## config.mk

```make
export PLATFORM = sky130hd
export DESIGN_NAME = spi_gain_bridge
export DESIGN_NICKNAME = d
export VERILOG_FILES = /design/src/rtl/spi_gain_bridge.sv
export SDC_FILE = /design/constraint.sdc
export NUM_CORES = 1
export LEC_CHECK = 0
export BUFFER_PORTS_ARGS = -buffer_cell sky130_fd_sc_hd__buf_2
export CAP_MARGIN = 5
export CORE_MARGIN = 10
export CORE_UTILIZATION = 35
export CTS_CLUSTER_DIAMETER = 40
export DETAILED_ROUTE_END_ITERATION = 8
export HOLD_SLACK_MARGIN = 0.12
export PLACE_DENSITY = 0.47
export SKIP_CTS_REPAIR_TIMING = 1
export SKIP_LAST_GASP = 1
export SYNTH_ARGS = -nofsm -noshare
export SYNTH_HDL_FRONTEND = slang
export SYNTH_SLANG_ARGS = --single-unit
```

## constraint.sdc

```tcl
create_clock -name clk_i -period 6.3 [get_ports clk_i]
set_input_delay 1.26 -clock clk_i [delete_from_list [all_inputs] [get_ports clk_i]]
set_output_delay 1.26 -clock clk_i [all_outputs]
set_load 0.01 [all_outputs]
```

## src/rtl/spi_gain_bridge.sv

```systemverilog
// ---------------------------------------------------------------------------
// spi_gain_bridge
//
// SPI mode-0 slave that lets an external host program the band-gain register
// map. Each 16-bit frame (MSB first) carries R/W in bit 15, a 7-bit address
// in bits 14:8 and a data byte in bits 7:0. Valid writes are turned into a
// single-cycle write strobe towards reg_map. A shadow copy of every gain code
// is kept so that read frames can return the current code on miso.
//
// All SPI pins are asynchronous to clk_i and pass through SYNC_STAGES-deep
// synchronizers. Every edge is detected on the synchronized copies.
//
// Parameters
//   NUM_BANDS    number of valid gain addresses (0..NUM_BANDS-1)
//   SYNC_STAGES  synchronizer depth on sclk/cs_n/mosi (>= 2)
//
// Ports
//   clk_i        system clock, at least 8x the sclk frequency
//   rst_i        asynchronous reset, active-high
//   sclk_i       SPI clock from the host
//   cs_n_i       SPI chip select, active-low
//   mosi_i       SPI data from the host, sampled on sclk rising edges
//   miso_o       SPI data to the host, updated on sclk falling edges
//   we_o         one-cycle write strobe to reg_map
//   addr_o       reg_map address, held until the next commit
//   data_in_o    reg_map gain code, held until the next commit
//   frame_err_o  one-cycle pulse when a frame is rejected
// ---------------------------------------------------------------------------
module spi_gain_bridge #(
  parameter int NUM_BANDS   = 10,
  parameter int SYNC_STAGES = 2
) (
  input  logic       clk_i,
  input  logic       rst_i,
  input  logic       sclk_i,
  input  logic       cs_n_i,
  input  logic       mosi_i,
  output logic       miso_o,
  output logic       we_o,
  output logic [7:0] addr_o,
  output logic [7:0] data_in_o,
  output logic       frame_err_o
);

  typedef enum logic [1:0] {
    IDLE,
    CMD,
    DATA,
    WAIT_CS
  } state_t;

  // Edge detection stays disabled until the synchronizers and the
  // previous-value registers hold real pin values; otherwise a cs_n pin that
  // is already low at reset release would look like a fresh falling edge.
  localparam int WARM_MAX = SYNC_STAGES + 1;
  localparam int WARM_W   = $clog2(WARM_MAX + 1);

  logic [SYNC_STAGES-1:0] sclk_sync_q;
  logic [SYNC_STAGES-1:0] cs_sync_q;
  logic [SYNC_STAGES-1:0] mosi_sync_q;
  logic                   sclk_prev_q;
  logic                   cs_prev_q;
  logic [WARM_W-1:0]      warm_q;

  state_t      state_q;
  logic [3:0]  bit_cnt_q;
  logic [15:0] rx_shift_q;
  logic [7:0]  tx_shift_q;
  logic        is_read_q;
  logic        over_q;
  logic        miso_q;
  logic        we_q;
  logic        frame_err_q;
  logic [7:0]  addr_q;
  logic [7:0]  data_q;
  logic [7:0]  shadow_q [NUM_BANDS];

  logic       sclk_s;
  logic       cs_s;
  logic       mosi_s;
  logic       edges_en;
  logic       sclk_rise;
  logic       sclk_fall;
  logic       cs_rise;
  logic       cs_fall;
  logic [7:0] cmd_byte_d;
  logic [7:0] shadow_rd_d;
  logic [6:0] frm_addr_d;
  logic [7:0] frm_data_d;
  logic       frm_read_d;
  logic       frm_addr_ok_d;
  logic       frm_full_d;

  // Synchronizer chains, reset to the idle bus state (sclk low, cs_n high).
  always_ff @(posedge clk_i or posedge rst_i) begin
    if (rst_i) begin
      sclk_sync_q <= '0;
      cs_sync_q   <= '1;
      mosi_sync_q <= '0;
      sclk_prev_q <= 1'b0;
      cs_prev_q   <= 1'b1;
      warm_q      <= '0;
    end else begin
      sclk_sync_q <= {sclk_sync_q[SYNC_STAGES-2:0], sclk_i};
      cs_sync_q   <= {cs_sync_q[SYNC_STAGES-2:0], cs_n_i};
      mosi_sync_q <= {mosi_sync_q[SYNC_STAGES-2:0], mosi_i};
      sclk_prev_q <= sclk_sync_q[SYNC_STAGES-1];
      cs_prev_q   <= cs_sync_q[SYNC_STAGES-1];
      if (warm_q != WARM_MAX[WARM_W-1:0]) begin
        warm_q <= warm_q + 1'b1;
      end
    end
  end

  assign sclk_s    = sclk_sync_q[SYNC_STAGES-1];
  assign cs_s      = cs_sync_q[SYNC_STAGES-1];
  assign mosi_s    = mosi_sync_q[SYNC_STAGES-1];
  assign edges_en  = (warm_q == WARM_MAX[WARM_W-1:0]);
  assign sclk_rise = edges_en &  sclk_s & ~sclk_prev_q;
  assign sclk_fall = edges_en & ~sclk_s &  sclk_prev_q;
  assign cs_rise   = edges_en &  cs_s   & ~cs_prev_q;
  assign cs_fall   = edges_en & ~cs_s   &  cs_prev_q;

  // The command byte as it will look once the current mosi bit is shifted in;
  // used on the 8th rising edge to preload the read data.
  assign cmd_byte_d = {rx_shift_q[6:0], mosi_s};

  // Shadow lookup for a read; addresses outside the band range read as zero.
  always_comb begin
    shadow_rd_d = 8'h00;
    for (int i = 0; i < NUM_BANDS; i++) begin
      if (cmd_byte_d[6:0] == 7'(i)) begin
        shadow_rd_d = shadow_q[i];
      end
    end
  end

  assign frm_read_d    = rx_shift_q[15];
  assign frm_addr_d    = rx_shift_q[14:8];
  assign frm_data_d    = rx_shift_q[7:0];
  assign frm_addr_ok_d = (int'(frm_addr_d) < NUM_BANDS);
  // A frame is complete only if exactly 16 bits arrived.
  assign frm_full_d    = (state_q == WAIT_CS) && !over_q;

  // Frame FSM with registered outputs. A cs_n rise has priority in every
  // state: it either commits the frame, flags it, or (in IDLE) is ignored.
  always_ff @(posedge clk_i or posedge rst_i) begin
    if (rst_i) begin
      state_q     <= IDLE;
      bit_cnt_q   <= '0;
      rx_shift_q  <= '0;
      tx_shift_q  <= '0;
      is_read_q   <= 1'b0;
      over_q      <= 1'b0;
      miso_q      <= 1'b0;
      we_q        <= 1'b0;
      frame_err_q <= 1'b0;
      addr_q      <= '0;
      data_q      <= '0;
      for (int i = 0; i < NUM_BANDS; i++) begin
        shadow_q[i] <= 8'h00;
      end
    end else begin
      we_q        <= 1'b0;
      frame_err_q <= 1'b0;

      if (cs_rise) begin
        state_q <= IDLE;
        miso_q  <= 1'b0;
        if (state_q != IDLE) begin
          if (frm_full_d && frm_read_d) begin
            // Complete read: nothing to commit.
          end else if (frm_full_d && frm_addr_ok_d) begin
            for (int i = 0; i < NUM_BANDS; i++) begin
              if (frm_addr_d == 7'(i)) begin
                shadow_q[i] <= frm_data_d;
              end
            end
            addr_q <= {1'b0, frm_addr_d};
            data_q <= frm_data_d;
            we_q   <= 1'b1;
          end else begin
            frame_err_q <= 1'b1;
          end
        end
      end else begin
        case (state_q)
          IDLE: begin
            miso_q <= 1'b0;
            if (cs_fall) begin
              state_q   <= CMD;
              bit_cnt_q <= '0;
              over_q    <= 1'b0;
              is_read_q <= 1'b0;
            end
          end

          CMD: begin
            if (sclk_rise) begin
              rx_shift_q <= {rx_shift_q[14:0], mosi_s};
              bit_cnt_q  <= bit_cnt_q + 1'b1;
              if (bit_cnt_q == 4'd7) begin
                state_q    <= DATA;
                is_read_q  <= cmd_byte_d[7];
                tx_shift_q <= cmd_byte_d[7] ? shadow_rd_d : 8'h00;
              end
            end
          end

          DATA: begin
            if (sclk_rise) begin
              rx_shift_q <= {rx_shift_q[14:0], mosi_s};
              bit_cnt_q  <= bit_cnt_q + 1'b1;
              if (bit_cnt_q == 4'd15) begin
                state_q <= WAIT_CS;
              end
            end else if (sclk_fall && is_read_q) begin
              miso_q     <= tx_shift_q[7];
              tx_shift_q <= {tx_shift_q[6:0], 1'b0};
            end
          end

          WAIT_CS: begin
            if (sclk_rise) begin
              over_q <= 1'b1;
            end
          end

          default: begin
            state_q <= IDLE;
          end
        endcase
      end
    end
  end

  assign miso_o      = miso_q;
  assign we_o        = we_q;
  assign addr_o      = addr_q;
  assign data_in_o   = data_q;
  assign frame_err_o = frame_err_q;

endmodule
```

==> report_table.html <==
<table>
<tr><th>Metric</th><th>Value</th></tr>
<tr><th colspan="2">Synth</th></tr>
<tr><td>Flops &amp; latches, synth</td><td>140</td></tr>
<tr><td>Simple-gate portion of the synthesized area</td><td>12.8%</td></tr>
<tr><td>Async S/R FF share, synth</td><td>100%</td></tr>
<tr><td>Adder and majority cell fraction of the synthesized area</td><td>1.33%</td></tr>
<tr><td>Number of warnings reported in the yosys synthesis log</td><td>0</td></tr>
<tr><td>Fraction of synthesized cell area in xor and xnor cells</td><td>0.133%</td></tr>
<tr><td>EDFF count, synth</td><td>0</td></tr>
<tr><td>Count of cell types in the netlist</td><td>62</td></tr>
<tr><td>Post-synthesis area per instance</td><td>11.9 um^2</td></tr>
<tr><td>Instance count of the mapped netlist</td><td>554</td></tr>
<tr><td>Part of the Yosys area used for sequential elements</td><td>53.4%</td></tr>
<tr><td>Post-synth net total</td><td>566</td></tr>
<tr><td>Combinational family with the most area after synthesis</td><td>multiplexers</td></tr>
<tr><td>Synthesized-area fraction occupied by ao, oa, aoi and oai cells</td><td>9.43%</td></tr>
<tr><td>Main synth FF type</td><td>sky130_fd_sc_hd__dfrtp_1</td></tr>
<tr><td>Mapped Area</td><td>6570 um^2</td></tr>
<tr><td>Fraction of synthesized area in multiplexers</td><td>20.0%</td></tr>
<tr><th colspan="2">Setup path</th></tr>
<tr><td>Crit-path cells</td><td>buf_4 &gt; nand4b_1 &gt; o22a_1 &gt; a211o_1 &gt; a221oi_1 &gt; nor3_1</td></tr>
<tr><td>Type of destination of the critical path</td><td>flop</td></tr>
<tr><td>Register-to-register setup slack</td><td>3.46 ns</td></tr>
<tr><td>Cell with the largest stage delay on the worst path</td><td>sky130_fd_sc_hd__dfrtp_1</td></tr>
<tr><td>Data arrival time of the critical path</td><td>3.13 ns</td></tr>
<tr><td>Sort of element at the start of the critical path</td><td>flop</td></tr>
<tr><td>Largest fanout on the critical path</td><td>23</td></tr>
<tr><td>Slowest stage delay, CP</td><td>0.91 ns</td></tr>
<tr><td>Worst Path Class, Setup</td><td>flop to flop</td></tr>
<tr><td>Required time at the worst-slack endpoint</td><td>6.59 ns</td></tr>
<tr><th colspan="2">Floorplan</th></tr>
<tr><td>Placeable Area</td><td>18600 um^2</td></tr>
<tr><td>Overall die area</td><td>24600 um^2</td></tr>
<tr><td>Ports</td><td>24</td></tr>
<tr><td>Die outline height</td><td>157 um</td></tr>
<tr><td>Count of standard-cell rows</td><td>50</td></tr>
<tr><td>Effective utilization at floorplan</td><td>35.3%</td></tr>
<tr><td>Chip Width</td><td>157 um</td></tr>
<tr><th colspan="2">Clock network</th></tr>
<tr><td>Root buf cell</td><td>sky130_fd_sc_hd__clkbuf_16</td></tr>
<tr><td>TritonCTS clock tree</td><td>yes</td></tr>
<tr><td>Maximum count of clock buffers along a single path</td><td>2</td></tr>
<tr><td>Latest clock arrival within the worst-skew pair</td><td>0.43 ns</td></tr>
<tr><td>Clk pin slew, worst setup/hold paths</td><td>0.06 ns</td></tr>
<tr><td>Clock buffers created by TritonCTS</td><td>17</td></tr>
<tr><td>Total number of clock tree sinks</td><td>140</td></tr>
<tr><td>Htree depth</td><td>4</td></tr>
<tr><th colspan="2">Route</th></tr>
<tr><td>Starting DRC count in detailed routing</td><td>225</td></tr>
<tr><td>Drt drc</td><td>0</td></tr>
<tr><td>Via count</td><td>4328</td></tr>
<tr><td>Total wire length</td><td>15800 um</td></tr>
<tr><td>Routed via count divided by cell count</td><td>5.31</td></tr>
<tr><td>Number of nets with antenna violations after routing</td><td>0</td></tr>
<tr><td>Routed wire length per instance</td><td>19.4 um</td></tr>
<tr><td>First-pass DRT Iterations</td><td>5</td></tr>
<tr><th colspan="2">Power</th></tr>
<tr><td>Cell-internal power</td><td>1.76 mW</td></tr>
<tr><td>Net Sw Frac</td><td>31.7%</td></tr>
<tr><td>Leakage Power</td><td>3.61 nW</td></tr>
<tr><td>Peak supply drop</td><td>0.205 mV</td></tr>
<tr><td>Total power divided by cell area</td><td>343 nW/um^2</td></tr>
<tr><td>Switch Pwr</td><td>0.816 mW</td></tr>
<tr><td>Clk network pwr share</td><td>41.2%</td></tr>
<tr><td>Fraction of power consumed by sequential logic</td><td>40.1%</td></tr>
<tr><td>Combinational Power Share</td><td>18.7%</td></tr>
<tr><th colspan="2">Finish</th></tr>
<tr><td>Antenna Diode Count</td><td>0</td></tr>
<tr><td>Ratio of cells with drive above 1 in the final layout</td><td>30.6%</td></tr>
<tr><td>Number of nets in the finished design</td><td>580</td></tr>
<tr><td>Area taken by flip-flops and latches</td><td>3510 um^2</td></tr>
<tr><td>Area added between synthesis and finish</td><td>14.2%</td></tr>
<tr><td>Number of non-filler instances in the completed layout</td><td>815</td></tr>
<tr><td>Filler cell count</td><td>1770</td></tr>
<tr><td>Total area of multi-input combinational cells</td><td>2880 um^2</td></tr>
<tr><th colspan="2">STA</th></tr>
<tr><td>Max-slew headroom</td><td>28.8%</td></tr>
<tr><td>Slack of the critical path</td><td>3.46 ns</td></tr>
<tr><td>Minimum clock period</td><td>2.84 ns</td></tr>
<tr><td>Final period utilization</td><td>45.1%</td></tr>
<tr><td>Total setup violations reported at the end of the flow</td><td>0</td></tr>
<tr><td>Number of endpoints with negative hold slack in the final report</td><td>0</td></tr>
<tr><td>Max Slew Vio Count</td><td>0</td></tr>
<tr><td>Clock Skews</td><td>0.0108 ns</td></tr>
<tr><td>Total Negative Setup Slacks</td><td>0 ns</td></tr>
<tr><td>Worst-case hold slack</td><td>0.358 ns</td></tr>
<tr><td>Slew at the pin with the worst max-slew slack</td><td>1.06 ns</td></tr>
<tr><td>Setup repair after global routing missed its margin</td><td>no</td></tr>
<tr><td>Highest attainable clock frequency</td><td>0.352 GHz</td></tr>
<tr><th colspan="2">Global route</th></tr>
<tr><td>Overall routing resource usage</td><td>13.7%</td></tr>
<tr><td>Number of antenna violations at the first check in global routing</td><td>0</td></tr>
<tr><td>Grt total ovfl</td><td>0</td></tr>
<tr><td>First-pass GRT wire length</td><td>26100 um</td></tr>
<tr><td>Number of global-route vias before repair</td><td>4606</td></tr>
<tr><td>Largest net degree at the start of global routing</td><td>87</td></tr>
<tr><th colspan="2">Place</th></tr>
<tr><td>DP Wirelength</td><td>10300 um</td></tr>
<tr><td>Worst slack after detailed placement</td><td>3.48 ns</td></tr>
<tr><td>Number of buffer cells added on primary ports</td><td>22</td></tr>
<tr><td>Placed insts</td><td>783</td></tr>
<tr><td>Placer's final routability congestion estimate</td><td>0.783</td></tr>
<tr><th colspan="2">Outcome</th></tr>
<tr><td>Outcome</td><td>completed</td></tr>
<tr><th colspan="2">Run</th></tr>
<tr><td>Max-capacitance violation count</td><td>0</td></tr>
<tr><th colspan="2">Min path</th></tr>
<tr><td>Type of the most critical hold path</td><td>flop to flop</td></tr>
</table>
==> power by group through the flow <==
stage,registers (mW),logic (mW),clock network [mW]
6_report,1.03,0.481,1.06
5_1_grt,1.04,0.533,1.13
4_1_cts,1.03,0.483,1.09
3_5_place_dp,1.05,0.481,0
3_3_place_gp,1.05,0.472,0
2_1_floorplan,0.989,0.375,0
==> final cells by class <==
cell class	instances	share of cell area (%)
Inverter	10	0.567
Tap cell	234	3.90
Clock inverter	11	2.10
Clock buffer	21	6.27
Multi-Input combinational cell	371	38.3
Timing Repair Buffer	28	2.07
Sequential cell	140	46.7
==> cells in the mapped netlist (3+ instances only) <==
master                     number  area (um^2)
sky130_fd_sc_hd__nor2_1        23         86.3
sky130_fd_sc_hd__nand2_1       56          210
sky130_fd_sc_hd__o22ai_1        5         31.3
sky130_fd_sc_hd__o211ai_1       8         60.1
sky130_fd_sc_hd__o21a_1         4         30.0
sky130_fd_sc_hd__a211oi_1       3         22.5
sky130_fd_sc_hd__mux2i_1       12          120
sky130_fd_sc_hd__dfstp_2        3         78.8
sky130_fd_sc_hd__o31ai_1        3         22.5
sky130_fd_sc_hd__nand2_2        3         18.8
sky130_fd_sc_hd__mux4_2         4         90.1
sky130_fd_sc_hd__a221oi_1       4         35.0
sky130_fd_sc_hd__nor2b_1        6         37.5
sky130_fd_sc_hd__buf_2          6         30.0
sky130_fd_sc_hd__and3b_1        3         26.3
sky130_fd_sc_hd__a21o_1         5         37.5
sky130_fd_sc_hd__clkbuf_1      22         82.6
sky130_fd_sc_hd__ha_1           7         87.6
sky130_fd_sc_hd__nand3b_1       7         52.6
sky130_fd_sc_hd__mux2_2        98         1100
sky130_fd_sc_hd__a21oi_1        9         45.0
sky130_fd_sc_hd__o21ai_0       28          140
sky130_fd_sc_hd__buf_4          4         30.0
sky130_fd_sc_hd__nand3_1       12         60.1
sky130_fd_sc_hd__inv_1         10         37.5
sky130_fd_sc_hd__a22o_1         9         78.8
sky130_fd_sc_hd__nor3_1         8         40.0
sky130_fd_sc_hd__dfrtp_1      137         3430
sky130_fd_sc_hd__or3_1          4         25.0
sky130_fd_sc_hd__and2_1         8         50.1
==> critical path: cells and delay by family, from the launching register on <==
| kind | cells | cell delay (ns) |
|---|---|---|
| and+or+nand+nor | 2 | 0.46 |
| AOI/OAI and AO/OA | 3 | 0.90 |
| DFF | 1 | 0.91 |
| buffers and inverters | 1 | 0.42 |
==> kinds of logic after synthesis <==
family          Yosys count
compound gates           93
fa+ha+maj                 7
other cells               1
simple gates            155
buf+inv                  43
mux                     114
flops                   140
xor+xnor                  1
==> stage by stage <==
| stage | area, um^2 | power (mW) | util (%) |
|---|---|---|---|
| detailed placement | 6870 | 1.53 | 37.0 |
| global route | 7500 | 2.71 | 40.4 |
| CTS | 7500 | 2.60 | 40.4 |
| global placement | 6870 | 1.52 | 37.0 |
| floorplan | 6570 | 1.36 | - |
| finish | 7500 | 2.58 | 40.4 |
==> layer usage <==
layer	vias up	part of all wire (%)	global-route usage (%)	routed length, um
li1	2024	-	-	-
met1	2220	47	18.2	7470
met2	76	49	21.7	7700
met3	8	3.3	3.33	516
met4	0	0.69	3.82	109
met5	-	0	0	0
==> flip-flops by register name, indices dropped and copies added (netlist names), 4 cells and up <==
name and flops:
shadow_q 80, rx_shift_q 16, data_in_o 8, tx_shift_q 8, addr_o 7, bit_cnt_q 4
==> layout by cell type, fill, tap and decap left out, types with 6 or more instances in the layout <==
master                      count
sky130_fd_sc_hd__nor2b_1        6
sky130_fd_sc_hd__mux2i_1       12
sky130_fd_sc_hd__nor2_1        23
sky130_fd_sc_hd__and2_1         8
sky130_fd_sc_hd__clkbuf_16     17
sky130_fd_sc_hd__o211ai_1       8
sky130_fd_sc_hd__nand3_1       12
sky130_fd_sc_hd__nand2_1       56
sky130_fd_sc_hd__o21ai_0       28
sky130_fd_sc_hd__ha_1           7
sky130_fd_sc_hd__a22o_1         9
sky130_fd_sc_hd__nor3_1         8
sky130_fd_sc_hd__dfrtp_1      137
sky130_fd_sc_hd__buf_2         22
sky130_fd_sc_hd__a21oi_1        9
sky130_fd_sc_hd__mux2_2        98
sky130_fd_sc_hd__nand3b_1       7
sky130_fd_sc_hd__inv_1          9
sky130_fd_sc_hd__buf_4          6
==> final timing paths <==
| kind | startpoint | end | cells after the start |
|---|---|---|---|
| hold reg to reg | sclk_sync_q[0] | sclk_sync_q[1] | 0 |
| setup reg to reg | mosi_sync_q[1] | tx_shift_q[3] | 6 |
| min in group asynchronous | rst_i | rx_shift_q[15] | 2 |
| hold / removal | sclk_sync_q[0] | sclk_sync_q[1] | 0 |
| setup / recovery | mosi_sync_q[1] | tx_shift_q[3] | 6 |
| max in group asynchronous | rst_i | shadow_q[1] | 3 |
Note: power is estimated with default switching activity, not from simulation.
